**src/rtl/xyolo_int_sched_pkg.sv**
```systemverilog
// -----------------------------------------------------------------------------
// xyolo_int_sched_pkg
// Shared definitions for the internal-side YOLO write-stage sequencer:
//   - default parameter values for the sequencer and its interface
//   - FSM state encoding (exposed on the debug port)
//   - maxpool group size and pixel-alignment delay
//   - packed control word carried through the delay lines
// No ports (package).
// -----------------------------------------------------------------------------
package xyolo_int_sched_pkg;

   localparam int N_MACS_DEF    = 4;
   localparam int NVECT_DEF     = 4;
   localparam int RADDR_W_DEF   = 10;
   localparam int WADDR_W_DEF   = 10;
   localparam int CNT_W_DEF     = 16;
   localparam int XYOLO_LAT_DEF = 3;

   // Outputs pooled together into one write when maxpool is enabled.
   localparam int POOL_SIZE = 4;
   localparam int POOL_W    = $clog2(POOL_SIZE);

   // Cycles from vread_enB to the registered pixel at the xyolo input.
   localparam int ALIGN_DLY = 2;

   typedef enum logic [1:0] {
      ST_IDLE  = 2'd0,
      ST_READ  = 2'd1,
      ST_DRAIN = 2'd2
   } state_e;

   // One entry per read cycle; all-zero means "nothing in flight".
   typedef struct packed {
      logic acc;
      logic res;
      logic mp;
      logic wr;
   } ctrl_t;

   // Width of ld_nmac; never below 1 bit even when N_MACS is 1.
   function automatic int nmac_w(input int n_macs);
      return $clog2(n_macs) + (($clog2(n_macs) == 0) ? 1 : 0);
   endfunction

endpackage

```
**src/rtl/xyolo_int_sched_if.sv**
```systemverilog
// -----------------------------------------------------------------------------
// xyolo_int_sched_if
// Bundle between the run controller / configuration source and the sequencer,
// plus the sequencer's pixel-buffer read port, xyolo load controls and vwrite
// memory write port.
//
// Handshake: run is a single-cycle start pulse; it is accepted only in a cycle
// where done is high (sequencer idle) and is ignored otherwise. The cfg_*
// fields are sampled in the accepting cycle only. done stays low from the
// cycle after acceptance until the cycle after the last write enable.
//
// Modports:
//   master - controller side: drives run/cfg_*, observes everything else
//   slave  - sequencer side (xyolo_int_sched)
// -----------------------------------------------------------------------------
interface xyolo_int_sched_if #(
   parameter int N_MACS  = xyolo_int_sched_pkg::N_MACS_DEF,
   parameter int NVECT   = xyolo_int_sched_pkg::NVECT_DEF,
   parameter int RADDR_W = xyolo_int_sched_pkg::RADDR_W_DEF,
   parameter int WADDR_W = xyolo_int_sched_pkg::WADDR_W_DEF,
   parameter int CNT_W   = xyolo_int_sched_pkg::CNT_W_DEF
) ();

   localparam int N_MACS_W = xyolo_int_sched_pkg::nmac_w(N_MACS);

   logic                run;
   logic                done;
   logic [RADDR_W-1:0]  cfg_rd_start;
   logic [RADDR_W-1:0]  cfg_rd_incr;
   logic [RADDR_W-1:0]  cfg_rd_stride;
   logic [CNT_W-1:0]    cfg_n_inner;
   logic [CNT_W-1:0]    cfg_n_outer;
   logic [WADDR_W-1:0]  cfg_wr_start;
   logic [WADDR_W-1:0]  cfg_wr_incr;
   logic                cfg_maxpool;
   logic [N_MACS_W-1:0] cfg_nmac;
   logic [NVECT-1:0]    cfg_vect_mask;

   logic                vread_enB;
   logic [RADDR_W-1:0]  vread_addrB;
   logic                ld_acc;
   logic                ld_res;
   logic                ld_mp;
   logic [N_MACS_W-1:0] ld_nmac;
   logic [NVECT-1:0]    vwrite_enB;
   logic [WADDR_W-1:0]  vwrite_addrB;

   modport master (
      output run, cfg_rd_start, cfg_rd_incr, cfg_rd_stride, cfg_n_inner,
             cfg_n_outer, cfg_wr_start, cfg_wr_incr, cfg_maxpool, cfg_nmac,
             cfg_vect_mask,
      input  done, vread_enB, vread_addrB, ld_acc, ld_res, ld_mp, ld_nmac,
             vwrite_enB, vwrite_addrB
   );

   modport slave (
      input  run, cfg_rd_start, cfg_rd_incr, cfg_rd_stride, cfg_n_inner,
             cfg_n_outer, cfg_wr_start, cfg_wr_incr, cfg_maxpool, cfg_nmac,
             cfg_vect_mask,
      output done, vread_enB, vread_addrB, ld_acc, ld_res, ld_mp, ld_nmac,
             vwrite_enB, vwrite_addrB
   );

endinterface

```
**src/rtl/xyolo_ctrl_delay.sv**
```systemverilog
// -----------------------------------------------------------------------------
// xyolo_ctrl_delay
// Fixed-depth shift register for the sequencer's control word, with
// asynchronous clear.
// Ports:
//   clk, rst   - clock, async active-high clear
//   i_d        - word entering this cycle
//   o_q        - word delayed by DEPTH cycles
//   o_pending  - some non-zero word will still be inside after this clock
//                (input or any stage except the one leaving through o_q)
// -----------------------------------------------------------------------------
module xyolo_ctrl_delay #(
   parameter int DEPTH = 2,
   parameter int W     = 4
) (
   input  logic         clk,
   input  logic         rst,
   input  logic [W-1:0] i_d,
   output logic [W-1:0] o_q,
   output logic         o_pending
);

   logic [W-1:0] r_sr [DEPTH];

   always_ff @(posedge clk or posedge rst) begin
      if (rst) begin
         for (int i = 0; i < DEPTH; i++) r_sr[i] <= '0;
      end else begin
         r_sr[0] <= i_d;
         for (int i = 1; i < DEPTH; i++) r_sr[i] <= r_sr[i-1];
      end
   end

   assign o_q = r_sr[DEPTH-1];

   // The last stage is excluded: it is being consumed in this cycle, which
   // lets the owner leave its drain state right after the final word.
   always_comb begin
      o_pending = |i_d;
      for (int i = 0; i < DEPTH - 1; i++) o_pending = o_pending | (|r_sr[i]);
   end

endmodule

```
**src/rtl/xyolo_int_sched.sv**
```systemverilog
// -----------------------------------------------------------------------------
// xyolo_int_sched
// Internal-side sequencer for the YOLO write stage. After a run pulse it walks
// the pixel buffer (one read per cycle, base/cur accumulators, addresses wrap
// modulo 2^RADDR_W), produces ld_acc/ld_res/ld_mp aligned with the registered
// pixel, and XYOLO_LAT+1 cycles after each qualifying ld_res issues a vwrite
// enable (cfg_vect_mask) at the current write address.
// Ports:
//   clk, rst     - clock, async active-high reset
//   bus          - xyolo_int_sched_if.slave (run/done, cfg_*, read port,
//                  load controls, write port)
//   o_dbg_state  - current FSM state
// -----------------------------------------------------------------------------
module xyolo_int_sched
   import xyolo_int_sched_pkg::*;
#(
   parameter int N_MACS    = N_MACS_DEF,
   parameter int NVECT     = NVECT_DEF,
   parameter int RADDR_W   = RADDR_W_DEF,
   parameter int WADDR_W   = WADDR_W_DEF,
   parameter int CNT_W     = CNT_W_DEF,
   parameter int XYOLO_LAT = XYOLO_LAT_DEF
) (
   input  logic             clk,
   input  logic             rst,
   xyolo_int_sched_if.slave bus,
   output state_e           o_dbg_state
);

   localparam int N_MACS_W = nmac_w(N_MACS);

   state_e              r_state;
   state_e              w_state_nxt;

   // Shadow configuration, captured on an accepted run.
   logic [RADDR_W-1:0]  r_rd_incr;
   logic [RADDR_W-1:0]  r_rd_stride;
   logic [CNT_W-1:0]    r_n_inner;
   logic [CNT_W-1:0]    r_n_outer;
   logic [WADDR_W-1:0]  r_wr_incr;
   logic                r_maxpool;
   logic [N_MACS_W-1:0] r_nmac;
   logic [NVECT-1:0]    r_mask;

   // Walk state.
   logic [RADDR_W-1:0]  r_base;
   logic [RADDR_W-1:0]  r_cur;
   logic [CNT_W-1:0]    r_k;
   logic [CNT_W-1:0]    r_o;
   logic [POOL_W-1:0]   r_pool;
   logic [WADDR_W-1:0]  r_wr_addr;

   logic                w_start;
   logic                w_reading;
   logic                w_last_k;
   logic                w_last_o;
   logic                w_zero_cfg;
   logic                w_pend_a;
   logic                w_pend_b;
   logic                w_wr_fire;
   ctrl_t               w_ctrl_in;
   ctrl_t               w_ctrl_al;

   assign w_start    = (r_state == ST_IDLE) && bus.run;
   assign w_reading  = (r_state == ST_READ);
   assign w_last_k   = (r_k == (r_n_inner - CNT_W'(1)));
   assign w_last_o   = (r_o == (r_n_outer - CNT_W'(1)));
   assign w_zero_cfg = (bus.cfg_n_inner == '0) || (bus.cfg_n_outer == '0);

   // Control word for the read issued this cycle. With maxpool, ld_mp marks
   // the first output of a pool group and the write follows the last one.
   always_comb begin
      w_ctrl_in = '0;
      if (w_reading) begin
         w_ctrl_in.acc = (r_k == '0);
         w_ctrl_in.res = w_last_k;
         w_ctrl_in.mp  = w_last_k && (!r_maxpool || (r_pool == '0));
         w_ctrl_in.wr  = w_last_k &&
                         (!r_maxpool || (r_pool == POOL_W'(POOL_SIZE - 1)));
      end
   end

   // ---------------------------------------------------------------- FSM
   always_ff @(posedge clk or posedge rst) begin
      if (rst) r_state <= ST_IDLE;
      else     r_state <= w_state_nxt;
   end

   always_comb begin
      w_state_nxt = r_state;
      case (r_state)
         // An empty job still spends one cycle in DRAIN so done pulses low.
         ST_IDLE:  if (bus.run) w_state_nxt = w_zero_cfg ? ST_DRAIN : ST_READ;
         ST_READ:  if (w_last_k && w_last_o) w_state_nxt = ST_DRAIN;
         ST_DRAIN: if (!(w_pend_a || w_pend_b)) w_state_nxt = ST_IDLE;
         default:  w_state_nxt = ST_IDLE;
      endcase
   end

   // ----------------------------------------------------------- datapath
   always_ff @(posedge clk or posedge rst) begin
      if (rst) begin
         r_rd_incr   <= '0;
         r_rd_stride <= '0;
         r_n_inner   <= '0;
         r_n_outer   <= '0;
         r_wr_incr   <= '0;
         r_maxpool   <= 1'b0;
         r_nmac      <= '0;
         r_mask      <= '0;
         r_base      <= '0;
         r_cur       <= '0;
         r_k         <= '0;
         r_o         <= '0;
         r_pool      <= '0;
         r_wr_addr   <= '0;
      end else begin
         if (w_wr_fire) r_wr_addr <= r_wr_addr + r_wr_incr;
         if (w_start) begin
            r_rd_incr   <= bus.cfg_rd_incr;
            r_rd_stride <= bus.cfg_rd_stride;
            r_n_inner   <= bus.cfg_n_inner;
            r_n_outer   <= bus.cfg_n_outer;
            r_wr_incr   <= bus.cfg_wr_incr;
            r_maxpool   <= bus.cfg_maxpool;
            r_nmac      <= bus.cfg_nmac;
            r_mask      <= bus.cfg_vect_mask;
            r_base      <= bus.cfg_rd_start;
            r_cur       <= bus.cfg_rd_start;
            r_k         <= '0;
            r_o         <= '0;
            r_pool      <= '0;
            r_wr_addr   <= bus.cfg_wr_start;
         end else if (w_reading) begin
            if (w_last_k) begin
               // Next output: cur jumps straight to the new base.
               r_k    <= '0;
               r_o    <= r_o + CNT_W'(1);
               r_base <= r_base + r_rd_stride;
               r_cur  <= r_base + r_rd_stride;
               r_pool <= r_pool + POOL_W'(1);
            end else begin
               r_k   <= r_k + CNT_W'(1);
               r_cur <= r_cur + r_rd_incr;
            end
         end
      end
   end

   // ------------------------------------------------------- delay lines
   // Stage A aligns the controls with the registered pixel; stage B covers
   // the xyolo latency plus the vwrite input register for the write strobe.
   xyolo_ctrl_delay #(
      .DEPTH (ALIGN_DLY),
      .W     ($bits(ctrl_t))
   ) u_align (
      .clk       (clk),
      .rst       (rst),
      .i_d       (w_ctrl_in),
      .o_q       (w_ctrl_al),
      .o_pending (w_pend_a)
   );

   xyolo_ctrl_delay #(
      .DEPTH (XYOLO_LAT + 1),
      .W     (1)
   ) u_lat (
      .clk       (clk),
      .rst       (rst),
      .i_d       (w_ctrl_al.wr),
      .o_q       (w_wr_fire),
      .o_pending (w_pend_b)
   );

   // ------------------------------------------------------------ outputs
   assign bus.done         = (r_state == ST_IDLE);
   assign bus.vread_enB    = w_reading;
   assign bus.vread_addrB  = r_cur;
   assign bus.ld_acc       = w_ctrl_al.acc;
   assign bus.ld_res       = w_ctrl_al.res;
   assign bus.ld_mp        = w_ctrl_al.mp;
   assign bus.ld_nmac      = (r_state != ST_IDLE) ? r_nmac : '0;
   assign bus.vwrite_enB   = w_wr_fire ? r_mask : '0;
   assign bus.vwrite_addrB = r_wr_addr;
   assign o_dbg_state      = r_state;

endmodule

```
**src/flat_wrapper.sv**
```systemverilog
// flat-port wrapper written by rule: the top's interface ports become plain ports
module xyolo_int_sched_flat import xyolo_int_sched_pkg::*;
#(
   parameter int N_MACS    = N_MACS_DEF,
   parameter int NVECT     = NVECT_DEF,
   parameter int RADDR_W   = RADDR_W_DEF,
   parameter int WADDR_W   = WADDR_W_DEF,
   parameter int CNT_W     = CNT_W_DEF,
   parameter int XYOLO_LAT = XYOLO_LAT_DEF
)
  (clk, rst, o_dbg_state, bus_run, bus_cfg_rd_start, bus_cfg_rd_incr, bus_cfg_rd_stride, bus_cfg_n_inner, bus_cfg_n_outer, bus_cfg_wr_start, bus_cfg_wr_incr, bus_cfg_maxpool, bus_cfg_nmac, bus_cfg_vect_mask, bus_done, bus_vread_enB, bus_vread_addrB, bus_ld_acc, bus_ld_res, bus_ld_mp, bus_ld_nmac, bus_vwrite_enB, bus_vwrite_addrB);
  xyolo_int_sched_if #(.N_MACS(N_MACS), .NVECT(NVECT), .RADDR_W(RADDR_W), .WADDR_W(WADDR_W), .CNT_W(CNT_W)) bus_i ();
  input  logic clk;
  input  logic rst;
  output state_e o_dbg_state;
  input wire logic [$bits(bus_i.run)-1:0] bus_run;
  input wire logic [$bits(bus_i.cfg_rd_start)-1:0] bus_cfg_rd_start;
  input wire logic [$bits(bus_i.cfg_rd_incr)-1:0] bus_cfg_rd_incr;
  input wire logic [$bits(bus_i.cfg_rd_stride)-1:0] bus_cfg_rd_stride;
  input wire logic [$bits(bus_i.cfg_n_inner)-1:0] bus_cfg_n_inner;
  input wire logic [$bits(bus_i.cfg_n_outer)-1:0] bus_cfg_n_outer;
  input wire logic [$bits(bus_i.cfg_wr_start)-1:0] bus_cfg_wr_start;
  input wire logic [$bits(bus_i.cfg_wr_incr)-1:0] bus_cfg_wr_incr;
  input wire logic [$bits(bus_i.cfg_maxpool)-1:0] bus_cfg_maxpool;
  input wire logic [$bits(bus_i.cfg_nmac)-1:0] bus_cfg_nmac;
  input wire logic [$bits(bus_i.cfg_vect_mask)-1:0] bus_cfg_vect_mask;
  output wire logic [$bits(bus_i.done)-1:0] bus_done;
  output wire logic [$bits(bus_i.vread_enB)-1:0] bus_vread_enB;
  output wire logic [$bits(bus_i.vread_addrB)-1:0] bus_vread_addrB;
  output wire logic [$bits(bus_i.ld_acc)-1:0] bus_ld_acc;
  output wire logic [$bits(bus_i.ld_res)-1:0] bus_ld_res;
  output wire logic [$bits(bus_i.ld_mp)-1:0] bus_ld_mp;
  output wire logic [$bits(bus_i.ld_nmac)-1:0] bus_ld_nmac;
  output wire logic [$bits(bus_i.vwrite_enB)-1:0] bus_vwrite_enB;
  output wire logic [$bits(bus_i.vwrite_addrB)-1:0] bus_vwrite_addrB;
  assign bus_i.run = bus_run;
  assign bus_i.cfg_rd_start = bus_cfg_rd_start;
  assign bus_i.cfg_rd_incr = bus_cfg_rd_incr;
  assign bus_i.cfg_rd_stride = bus_cfg_rd_stride;
  assign bus_i.cfg_n_inner = bus_cfg_n_inner;
  assign bus_i.cfg_n_outer = bus_cfg_n_outer;
  assign bus_i.cfg_wr_start = bus_cfg_wr_start;
  assign bus_i.cfg_wr_incr = bus_cfg_wr_incr;
  assign bus_i.cfg_maxpool = bus_cfg_maxpool;
  assign bus_i.cfg_nmac = bus_cfg_nmac;
  assign bus_i.cfg_vect_mask = bus_cfg_vect_mask;
  assign bus_done = bus_i.done;
  assign bus_vread_enB = bus_i.vread_enB;
  assign bus_vread_addrB = bus_i.vread_addrB;
  assign bus_ld_acc = bus_i.ld_acc;
  assign bus_ld_res = bus_i.ld_res;
  assign bus_ld_mp = bus_i.ld_mp;
  assign bus_ld_nmac = bus_i.ld_nmac;
  assign bus_vwrite_enB = bus_i.vwrite_enB;
  assign bus_vwrite_addrB = bus_i.vwrite_addrB;
  xyolo_int_sched #(.N_MACS(N_MACS), .NVECT(NVECT), .RADDR_W(RADDR_W), .WADDR_W(WADDR_W), .CNT_W(CNT_W), .XYOLO_LAT(XYOLO_LAT)) u_core (.clk(clk), .rst(rst), .bus(bus_i), .o_dbg_state(o_dbg_state));
endmodule
```
**config.mk**
```make
export PLATFORM = sky130hd
export DESIGN_NAME = xyolo_int_sched_flat
export DESIGN_NICKNAME = d
export VERILOG_FILES = /design/src/rtl/xyolo_int_sched_pkg.sv /design/src/rtl/xyolo_int_sched_if.sv /design/src/rtl/xyolo_ctrl_delay.sv /design/src/rtl/xyolo_int_sched.sv /design/src/flat_wrapper.sv
export SDC_FILE = /design/constraint.sdc
export NUM_CORES = 1
export LEC_CHECK = 0
export CORE_UTILIZATION = 45
export DETAILED_ROUTE_END_ITERATION = 16
export PLACE_DENSITY = 0.7
export REMOVE_ABC_BUFFERS = 1
export SYNTH_ARGS = -nofsm -noshare
export SYNTH_HDL_FRONTEND = slang
export SYNTH_SLANG_ARGS = --single-unit
```
**constraint.sdc**
```tcl
create_clock -name clk -period 6.55 [get_ports clk]
set_clock_uncertainty 0.2 [all_clocks]
set_input_delay 0.655 -clock clk [delete_from_list [all_inputs] [get_ports clk]]
set_output_delay 0.655 -clock clk [all_outputs]
set_load 0.05 [all_outputs]
```
==> flow_summary.ini <==
[status]
status = completed

[logic_synthesis]
synth_top_area_share_pct = 42.08
synth_top_family_by_area = simple AND/OR/NAND/NOR gates
synth_compound_area_share_pct = 12.50
postSynthAreaPerCell_um2 = 8.595
synth_most_common_cell = nand2_1
synth_commonest_cells = nand2_1 (258), dfrtp_1 (147), nor2_1 (52)
synth.top_cells.by_area = dfrtp_1 (42%), nand2_1 (11%), ha_1 (4.9%)
yosysWarnings = 0
synth-seq-area-share_pct = 42.08
yosysTopAreaCell = dfrtp_1
yosys.area_share.adder_pct = 5.554
synth_edf_count = 0
synth_top_flop_cell = dfrtp_1
synth.distinct_cells = 69
syn_area_mm2 = 0.008741
synthMuxAreaShare_pct = 3.722
synth_seq_cells = 147
synth-xor-area-share_pct = 6.513
netlist_instances = 1017
synth_simple_gate_area_share_pct = 25.75
async_reset_ff_share_pct = 100.0

[worst_hold_path]
hp-class = flip-flop to flip-flop
hp-start = u_core.u_lat.r_sr[3]

[layout]
multiInputGateArea_mm2 = 0.004728
seqCellArea_mm2 = 0.003679
fin_nets = 1241
drive_above_1_share_pct = 5.511
fillCellCount = 1717
area_growth_pct = 23.80
antenna_cells = 0

[critical_path]
path_buf_inv = 2
r2r_setup_slack_ns = 2.02
worst_ep_arrival_time_ns = 4.68
cp_cell_sequence = inv_1, ha_1, or4b_1, nor3_2, xor2_1, nand4_1, nor4b_4, nand4_1, buf_4, or4_1, a21oi_1
worstPathRequired_ns = 6.70
cp_max_fo = 27
critPathLaunch = u_core.r_n_inner[0]
setup.worst_path.start_class = flip-flop
cpMaxStageDelayCell = nand4_1
cpLargestDelayFamily = simple AND/OR/NAND/NOR gates
path_class = flip-flop to flip-flop
path_common_cell = nand4_1
endpoint_kind = flip-flop
rr_startpoint = u_core.r_n_inner[0]
max_stage_delay_ns = 0.72

[clock_network]
insertion_delay_ns = 0.43
cts_resized = 0
clockBufferDepth = 2
cts_hold_buf = 0
numCtsBuffers = 17
cts_setup_buffers = 0
cts_tree = done
cts_root_buf = clkbuf_16
h-tree-depth = 4
clkTransAtPathRegs_ns = 0.06
cts.sinks = 147

[detailed_routing]
avgRoutedWirePerCell_um = 15.62
vias = 7525
dr.first_iter.drc_count = 490
firstDrtPassIters = 5
route.detailed.drc = 0
postRouteAntennaNets = 0
vias_per_cell = 5.433
wl_um = 21630

[place]
io_buffer_count = 124
gp_congestion = 0.8556
dpl.hpwl_um = 14760
preCtsSetupSlack_ns = 2.059

[floorplan]
io-pin-count = 125
die_w_um = 141.4
core_area_mm2 = 0.01889
fp.dieH_um = 141.4
die_area_mm2 = 0.01999
initial_core_util_pct = 46.26
rows = 50

[pwr]
power.density_mw_per_mm2 = 504.3
leakage_nw = 4.848
ir_drop_mv = 0.2910

[timing]
max_freq_mhz = 220.7
period_needed_ns = 4.532
fin_ws_ns = 2.018
hold_viol = 0
fin_crit_sh_pct = 69.19
rsz0062_at_grt = no
worst_pin_slew_ns = 1.013
setup_tns_ns = 0
setup_viol = 0
maxSlewHeadroom_pct = 31.97
drv_slew = 0

[global_route]
first_global_vias = 7265
grt_max_degree = 92
grt_first_pass_wirelength_um = 36110
grt_overflow = 0
grt_use_total_pct = 22.68
antenna_found_initial = 0

[run]
maxCapViolations = 0
-- layout by cell type, fill, tap and decap left out, types with 9 or more instances in the layout --
| master | count |
|---|---|
| and3_1 | 9 |
| ha_1 | 34 |
| clkdlybuf4s50_1 | 124 |
| nand4_1 | 14 |
| dfrtp_1 | 147 |
| a21oi_1 | 42 |
| xnor2_1 | 41 |
| nor2_1 | 52 |
| o21ai_0 | 47 |
| or4_1 | 12 |
| clkbuf_16 | 17 |
| nor4_1 | 18 |
| nand2_1 | 257 |
| nand3_1 | 24 |
| xor2_1 | 24 |
| inv_1 | 32 |
| nor3_1 | 23 |
| o22ai_1 | 9 |
| mux2i_1 | 28 |
| nor2b_1 | 18 |
-- final cells by class --
type,instances,area share [%]
repair buffers,130,11.89
inverters,34,1.226
flip-flops and latches,147,33.99
multi-input cells,782,43.69
clock buffers,23,4.602
clock inverters,9,1.596
well taps,260,3.006
-- power breakdown --
group / internal, mW / switching, mW
combinational: 1.16 / 1.59
clock: 0.725 / 0.389
sequential: 1.24 / 0.352
total: 3.12 / 2.34
-- path summary, 6_finish.rpt --
kind,cells after the start,end
min reg2reg,0,u_core.u_lat.r_sr[2]
max reg2reg,11,u_core.r_o[7]
min,0,u_core.u_lat.r_sr[2]
min in group asynchronous,2,u_core.r_mask[3]
max,11,u_core.r_o[7]
max in group asynchronous,3,u_core.r_n_outer[3]
-- registers in the layout, indices dropped and copies added (netlist names), 16 cells and up --
| name | cells |
|---|---|
| u_core.r_k | 16 |
| u_core.r_n_inner | 16 |
| u_core.r_o | 16 |
| u_core.r_n_outer | 16 |
-- cell families after synthesis --
logic type      Yosys count
simple gates            477
compound gates          171
flops                   147
buf+inv                  88
xor+xnor                 65
fa+ha+maj                37
mux                      32
-- per-stage QoR --
step / instances / hold WS [ns] / utilization [%] / power, mW / area [µm²]
floorplan: 963 / 0.1540 / - / 3.604 / 8529
finish: 1385 / 0.1716 / 57.28 / 5.457 / 10820
global placement: 1353 / 0.1593 / 53.73 / 4.289 / 10150
CTS: 1385 / 0.1745 / 57.28 / 5.488 / 10820
detailed placement: 1353 / 0.1627 / 53.73 / 4.337 / 10150
global route: 1385 / 0.1813 / 57.28 / 5.877 / 10820
-- metal layers --
metal  track usage (%)  vias to the layer above  part of all wire (%)
met5                 0                        -                     0
met4             7.697                        0                   2.0
met3             3.982                       35                   3.4
met2             38.20                      158                    48
met1             29.52                     3616                    46
li1                  -                     3716                     -
Note: power is estimated with default switching activity, not from simulation.
